[src/rtl/bcd_converter_if.sv]
// Handshake and result bundle between the RAM read stage and the binary-to-BCD converter.
// Input side: a word transfers on a rising edge where in_valid and in_ready are both 1;
// in_ready depends only on converter state, and value is sampled solely on that edge.
// Output side: out_valid is a one-cycle strobe; the digits hold until the next strobe.
interface bcd_converter_if #(
    parameter int WIDTH = 8
);
    logic             in_valid;
    logic             in_ready;
    logic [WIDTH-1:0] value;
    logic             out_valid;
    logic [3:0]       hundreds;
    logic [3:0]       tens;
    logic [3:0]       units;
    logic             state_dbg;

    modport master (
        output in_valid, value,
        input  in_ready, out_valid, hundreds, tens, units, state_dbg
    );

    modport slave (
        input  in_valid, value,
        output in_ready, out_valid, hundreds, tens, units, state_dbg
    );
endinterface

[src/rtl/bcd_converter.sv]
// Iterative double-dabble converter: one shift-add-3 step per cycle, WIDTH cycles per value,
// producing hundreds/tens/units digits for the seven-segment decoders.
module bcd_converter #(
    parameter int WIDTH = 8
) (
    input  logic                 clock,
    input  logic                 resetn,
    bcd_converter_if.slave       bus
);
    typedef enum logic {
        IDLE    = 1'b0,
        CONVERT = 1'b1
    } state_e;

    localparam int CNT_W = 4;

    state_e           state_q, state_d;
    logic [CNT_W-1:0] cnt_q, cnt_d;
    logic [11:0]      bcd_q, bcd_d;
    logic [11:0]      bcd_adj;
    logic [11:0]      bcd_shifted;
    logic [WIDTH-1:0] shift_q, shift_d;
    logic [11:0]      digits_q, digits_d;
    logic             out_valid_q, out_valid_d;
    logic             last_iter;

    assign bus.in_ready  = (state_q == IDLE);
    assign bus.out_valid = out_valid_q;
    assign bus.hundreds  = digits_q[11:8];
    assign bus.tens      = digits_q[7:4];
    assign bus.units     = digits_q[3:0];
    assign bus.state_dbg = state_q;

    assign last_iter = (cnt_q == CNT_W'(WIDTH - 1));

    // Each nibble is corrected independently before the shift; the hundreds
    // correction never triggers for inputs up to 255 but is kept uniform.
    always_comb begin
        bcd_adj = bcd_q;
        for (int i = 0; i < 3; i++) begin
            if (bcd_q[4*i +: 4] >= 4'd5) begin
                bcd_adj[4*i +: 4] = bcd_q[4*i +: 4] + 4'd3;
            end
        end
        bcd_shifted = (bcd_adj << 1) | 12'(shift_q[WIDTH-1]);
    end

    always_comb begin
        state_d     = state_q;
        cnt_d       = cnt_q;
        bcd_d       = bcd_q;
        shift_d     = shift_q;
        digits_d    = digits_q;
        out_valid_d = 1'b0;
        case (state_q)
            IDLE: begin
                if (bus.in_valid) begin
                    bcd_d   = 12'd0;
                    shift_d = bus.value;
                    cnt_d   = '0;
                    state_d = CONVERT;
                end
            end
            CONVERT: begin
                bcd_d   = bcd_shifted;
                shift_d = shift_q << 1;
                cnt_d   = cnt_q + 1'b1;
                if (last_iter) begin
                    digits_d    = bcd_shifted;
                    out_valid_d = 1'b1;
                    state_d     = IDLE;
                end
            end
            default: state_d = IDLE;
        endcase
    end

    always_ff @(posedge clock or negedge resetn) begin
        if (!resetn) begin
            state_q     <= IDLE;
            cnt_q       <= '0;
            bcd_q       <= '0;
            shift_q     <= '0;
            digits_q    <= '0;
            out_valid_q <= 1'b0;
        end else begin
            state_q     <= state_d;
            cnt_q       <= cnt_d;
            bcd_q       <= bcd_d;
            shift_q     <= shift_d;
            digits_q    <= digits_d;
            out_valid_q <= out_valid_d;
        end
    end
endmodule
[src/flat_wrapper.sv]
// flat-port wrapper written by rule: the top's interface ports become plain ports
module bcd_converter_flat 
#(
    parameter int WIDTH = 8
)
  (clock, resetn, bus_in_valid, bus_value, bus_in_ready, bus_out_valid, bus_hundreds, bus_tens, bus_units, bus_state_dbg);
  bcd_converter_if #(.WIDTH(WIDTH)) bus_i ();
  input  logic clock;
  input  logic resetn;
  input wire logic [$bits(bus_i.in_valid)-1:0] bus_in_valid;
  input wire logic [$bits(bus_i.value)-1:0] bus_value;
  output wire logic [$bits(bus_i.in_ready)-1:0] bus_in_ready;
  output wire logic [$bits(bus_i.out_valid)-1:0] bus_out_valid;
  output wire logic [$bits(bus_i.hundreds)-1:0] bus_hundreds;
  output wire logic [$bits(bus_i.tens)-1:0] bus_tens;
  output wire logic [$bits(bus_i.units)-1:0] bus_units;
  output wire logic [$bits(bus_i.state_dbg)-1:0] bus_state_dbg;
  assign bus_i.in_valid = bus_in_valid;
  assign bus_i.value = bus_value;
  assign bus_in_ready = bus_i.in_ready;
  assign bus_out_valid = bus_i.out_valid;
  assign bus_hundreds = bus_i.hundreds;
  assign bus_tens = bus_i.tens;
  assign bus_units = bus_i.units;
  assign bus_state_dbg = bus_i.state_dbg;
  bcd_converter #(.WIDTH(WIDTH)) u_core (.clock(clock), .resetn(resetn), .bus(bus_i));
endmodule
[config.mk]
export PLATFORM = sky130hd
export DESIGN_NAME = bcd_converter_flat
export DESIGN_NICKNAME = d
export VERILOG_FILES = /design/src/rtl/bcd_converter_if.sv /design/src/rtl/bcd_converter.sv /design/src/flat_wrapper.sv
export SDC_FILE = /design/constraint.sdc
export NUM_CORES = 1
export LEC_CHECK = 0
export CORE_MARGIN = 5
export CORE_UTILIZATION = 57
export CTS_BUF_LIST = sky130_fd_sc_hd__clkbuf_16
export DETAILED_ROUTE_END_ITERATION = 16
export HOLD_SLACK_MARGIN = 0.03
export PLACE_DENSITY = 0.83
export SYNTH_ARGS = -nofsm -noshare
export SYNTH_HDL_FRONTEND = slang
export SYNTH_SLANG_ARGS = --single-unit
[constraint.sdc]
create_clock -name clock -period 2.29 [get_ports clock]
set_input_delay 0.3435 -clock clock [delete_from_list [all_inputs] [get_ports clock]]
set_output_delay 0.3435 -clock clock [all_outputs]
set_load 0.1 [all_outputs]
Yosys cells after proc, flatten, opt, wreduce, memory -nomap -nowiden
Index checks and enable logic that the tools add are counted.
- flip-flop bits (word level): 38
- latch bits: 0
- RAM bits: 0
- ROM bits: 0
- input port bits: 11
- output and inout port bits: 15
- logic and storage cells: 32
- memories kept: 0
- add/sub/neg operators: 4
- multipliers: 0
- div/mod/pow operators: 0
- order comparisons: 3
- eq/ne operators: 2
- shifts and indexed selects: 0
- mux-type cells: 14
- bitwise operators: 2
- reduce and logical (&&, ||, !) cells: 1
- operator list (operator ; count):
    12-bit case mux with 2 select lines ; 1
    8-bit case mux with 2 select lines ; 1
    4-bit by 3-bit >= comparator with 1-bit output (second input constant) ; 3
    12-bit 2-to-1 mux ; 1
    4-bit 2-to-1 mux ; 3
    12-bit by 1-bit bitwise OR with 12-bit output ; 1
    4-bit by 2-bit adder with 4-bit output (second input constant) ; 2
    8-bit 2-to-1 mux ; 1
    4-bit case mux with 2 select lines ; 1
    4-bit by 1-bit adder with 4-bit output (second input constant) ; 1
    4-bit by 3-bit == test with 1-bit output (second input constant) ; 1
    1-bit 2-to-1 mux ; 4
    3-bit by 2-bit adder with 3-bit output (second input constant) ; 1
    3-bit 2-to-1 mux ; 1
    2-bit inequality test (second input constant) ; 1
    1-bit case mux with 2 select lines ; 1
    2-bit AND reduction ; 1
    1-bit inverter ; 1

Longest topological paths before layout
- depth in word-level cells: 4
- depth in mapped cells: 6
- mapped depth without buffers: 6

Worst setup path before layout
No wires, ideal clock.
- path type: reg-to-output
- start: register u_core.state_q, in the netlist u_core.bus.state_dbg
- end: output port bus_in_ready
- data arrival time: 1.610 ns
- slack: 0.337 ns
- cell stages (with the launch flop): 4
- path buffers: 2
- cells stage by stage: dfrtp_1 > buf_4 > inv_1 > buf_2
- word-level cells in the longest chain between the ends: 1
- RTL lines (item ; line ; text):
    start: declaration ; bcd_converter.sv:17 ; state_e state_q, state_d;
    start signal: assignment ; bcd_converter.sv:87 ; state_q <= state_d;
    1-bit inverter ; bcd_converter.sv:27 ; assign bus.in_ready = (state_q == IDLE);
    end: declaration ; flat_wrapper.sv:12 ; output wire logic [$bits(bus_i.in_ready)-1:0] bus_in_ready;
Every way passes these cells.

Worst setup path in the final report
Ends and elaborated chain as after synthesis.

==> impl_metrics.csv <==
group,metric,value,unit
run_status,status,"complete, no violations",
finish,layout-drive-gt1-share,19.4,%
synth,seq_area_frac_synth,53.0,%
place,io_buffers,25,
critical_path,reg2reg_to,"u_core.bcd_q[10]$_DFFE_PN0P_",
flow_run,cap_viol_max_count,0,
grt,grt_use_met2,33.0,%
detailed_routing,vias,1320,
critical_path,critPathBufInv,2,
detailed_routing,drt-total-wl,3550,µm
floorplanning,die_y,66.1,µm
detailed_routing,first_pass_iters,5,
critical_path,worst_ep_required_time,1950,ps
floorplanning,dieArea,4370,µm²
critical_path,end_kind,"output port",
grt,grt_usage,18.9,%
synth,yosys.area_share.simple,12.6,%
grt,grt_pass1_wl,6200,µm
cts,htree_levels,2,
critical_path,critical_path_depth,2,
floorplanning,fp.coreArea,3030,µm²
detailed_routing,wl_per_cell,14.8,µm
synth,syn_inst,167,
worst_hold_path,hold_class,"in -> async",
grt,grt_util_met3,4.93,%
synth,synth_compound_area_share,13.3,%
critical_path,cp_slowest_cell,"inv_1",
cts,clk_latency,280,ps
detailed_routing,ant_nets,0,
sta,timing.final.crit_share,78.6,%
synth,synth_top_family_by_area,"compound AO/OA/AOI/OAI gates",
grt,grt_pass1_vias,1387,
sta,max-slew-margin-rel,57.5,%
sta,skew,5.37,ps
finish,area.growth.synth_to_final,24.8,%
synth,synth_mux_area_share,9.56,%
critical_path,crit_chain,"inv_1, buf_12",
critical_path,crit_family,"buffers and inverters",
place,dp_cells,232,
cts,post_cts_resized,0,
sta,setup_violations,0,
sta,drv_slew,0,
synth,synth-seq-cells,38,
critical_path,crit_start,"u_core.bus.state_dbg$_DFF_PN0_",
sta,clock.fmax,556,MHz
synth,synth.distinct_cells,29,
place,dp_slack,671,ps
sta,setup_ws,490,ps
finish,instances_no_fill,240,
critical_path,rr_startpoint,"u_core.bcd_q[8]$_DFFE_PN0P_",
finish,nets,213,
floorplanning,initial_utilization,59.2,%
cts,cts_tree,"done",
critical_path,rr_worst_depth,6,
critical_path,cp-endpoint,"bus_in_ready",
floorplanning,die_width,66.1,µm
synth,synth_area,1790,µm²
grt,use_met1,20.6,%
finish,antennaDiodeCount,0,
floorplanning,io_pins,26,
sta,hold_viol,0,
detailed_routing,via_per_inst,5.50,
sta,rsz0062_at_grt,"false",
sta,fin_crit,1800,ps
critical_path,critPathLaunchType,"flip-flop",
critical_path,max_stage_delay,500,ps
sta,tightest_slew,637,ps
critical_path,path_max_fanout,22,
synth,syn_nets,185,
cts,ctsLongestPathBuffers,2,
synth,synth_adder_area_share,4.88,%
place,place_congestion,0.844,
cts,post_cts_buffers,0,
grt,grt-ovfl-total,0,
synth,ys_warn_count,0,
grt,grt_start_max_net_pins,39,
detailed_routing,drt_iter0_drc,99,
place,dpl.hpwl,2540,µm
cts,postCtsHoldBufs,0,
sta,tns,0,ps
cts,cts_root_buf,"clkbuf_16",
critical_path,criticalPathCategory,"reg -> out",
finish,fillers,210,
synth,synth_area_per_cell,10.7,µm²
synth,synth_xor_area_share,2.44,%
floorplanning,core.rowCount,20,
cts,clkTransAtPathRegs,60,ps
critical_path,worst_ep_arrival_time,1460,ps
detailed_routing,drc,0,
grt,antenna_found_initial,0,
grt,busiest_layer,"met2",
critical_path,r2r_slack,600,ps
cts,cts_inserted_buffers,5,
cts,cts.sink_count,38,
==> cell families (layout without fill, tap and decap cells) <==
group           after synthesis  in the layout
simple gates                 45             45
compound gates               40             40
flops                        38             38
buf+inv                      17             46
mux                          15             15
fa+ha+maj                     7              7
xor+xnor                      5              5
==> cells in the mapped netlist, drive strengths merged <==
cell    count  area (µm²)
a21o        4        31.3
o31ai       1        7.51
nor3        2        10.0
mux2        5        71.3
nand3       2        10.0
a31o        1        8.76
inv         9        33.8
xnor2       4        35.0
a21oi       8        47.6
nor2        4        15.0
buf         6        35.0
mux2i      10         100
nand2      26        97.6
a22o        1        8.76
o21ai      18        90.1
xor2        1        8.76
nand4b      1        23.8
and3        2        12.5
dfrtp      38         951
nand2b      3        18.8
o22ai       7        43.8
ha          7        87.6
nor3b       5        37.5
clkbuf      2        7.51
==> state kept, by name, indices dropped and copies added (netlist names) <==
register	cells
u_core.shift_q	8
u_core.bus.out_valid	1
u_core.bcd_q	12
u_core.bus.state_dbg	1
u_core.cnt_q	4
u_core.digits_q	12
==> placed cells by master, fill, tap and decap left out, types with 2 or more instances in the layout <==
cell type        Yosys  final
dfrtp_1             38     38
nand2_1             26     26
o21ai_0             18     18
buf_4                2     17
mux2i_1             10     10
clkdlybuf4s50_1      0     10
inv_1                8      8
o22ai_1              7      7
ha_1                 7      7
a21oi_1              6      6
nor3b_1              5      5
clkbuf_16            0      5
nor2_1               4      4
xnor2_1              4      4
mux2_4               4      4
nand2b_1             3      3
a21o_1               3      3
a21oi_2              2      2
and3_1               2      2
nor3_1               2      2
nand3_1              2      2
clkinv_2             0      2
buf_12               0      2
==> per-layer routing <==
| layer | wire length, µm | share of wire [%] |
|---|---|---|
| met4 | 127 | 3.6 |
| met5 | 0 | 0 |
| met3 | 196 | 5.5 |
| met1 | 1400 | 40 |
| met2 | 1820 | 51 |
==> stage by stage <==
step	hold WS [ps]	area, µm²	util, %
after detailed placement	478	2070	68.5
final	487	2240	73.9
after floorplan	47.9	1790	-
after CTS	492	2240	73.9
after global routing	526	2240	73.9
after global placement	463	2070	68.5
==> worst min-delay path by stage <==
stage / to / slack, ps
2_1_floorplan: u_core.bcd_q[0]$_DFFE_PN0P_ / 50
6_report: u_core.digits_q[11]$_DFFE_PN0P_ / 490
3_3_place_gp: u_core.digits_q[7]$_DFFE_PN0P_ / 460
4_1_cts: u_core.shift_q[1]$_DFFE_PN0P_ / 490
3_5_place_dp: u_core.shift_q[1]$_DFFE_PN0P_ / 480
5_1_grt: u_core.shift_q[6]$_DFFE_PN0P_ / 530
==> worst register-to-register path, cell delays in order, from the launching register on <==
cell and delay [ps]:
dfrtp_1 390, inv_1 110, ha_1 210, nand2b_1 70
a21oi_1 260, mux2_2 380, o22ai_1 170
==> area by class of cell <==
cell class | instances | area (µm²) | area share [%]
clock buffer | 5 | 125 | 5.59
clock inverter | 3 | 40.0 | 1.79
inverter | 9 | 33.8 | 1.51
multi-input combinational | 112 | 766 | 34.2
sequential | 38 | 951 | 42.5
tap | 44 | 55.1 | 2.46
timing repair buffer | 29 | 268 | 12.0
Power is not shown: default switching activity piles up to over one toggle a cycle in this logic, so the estimate is an artifact.
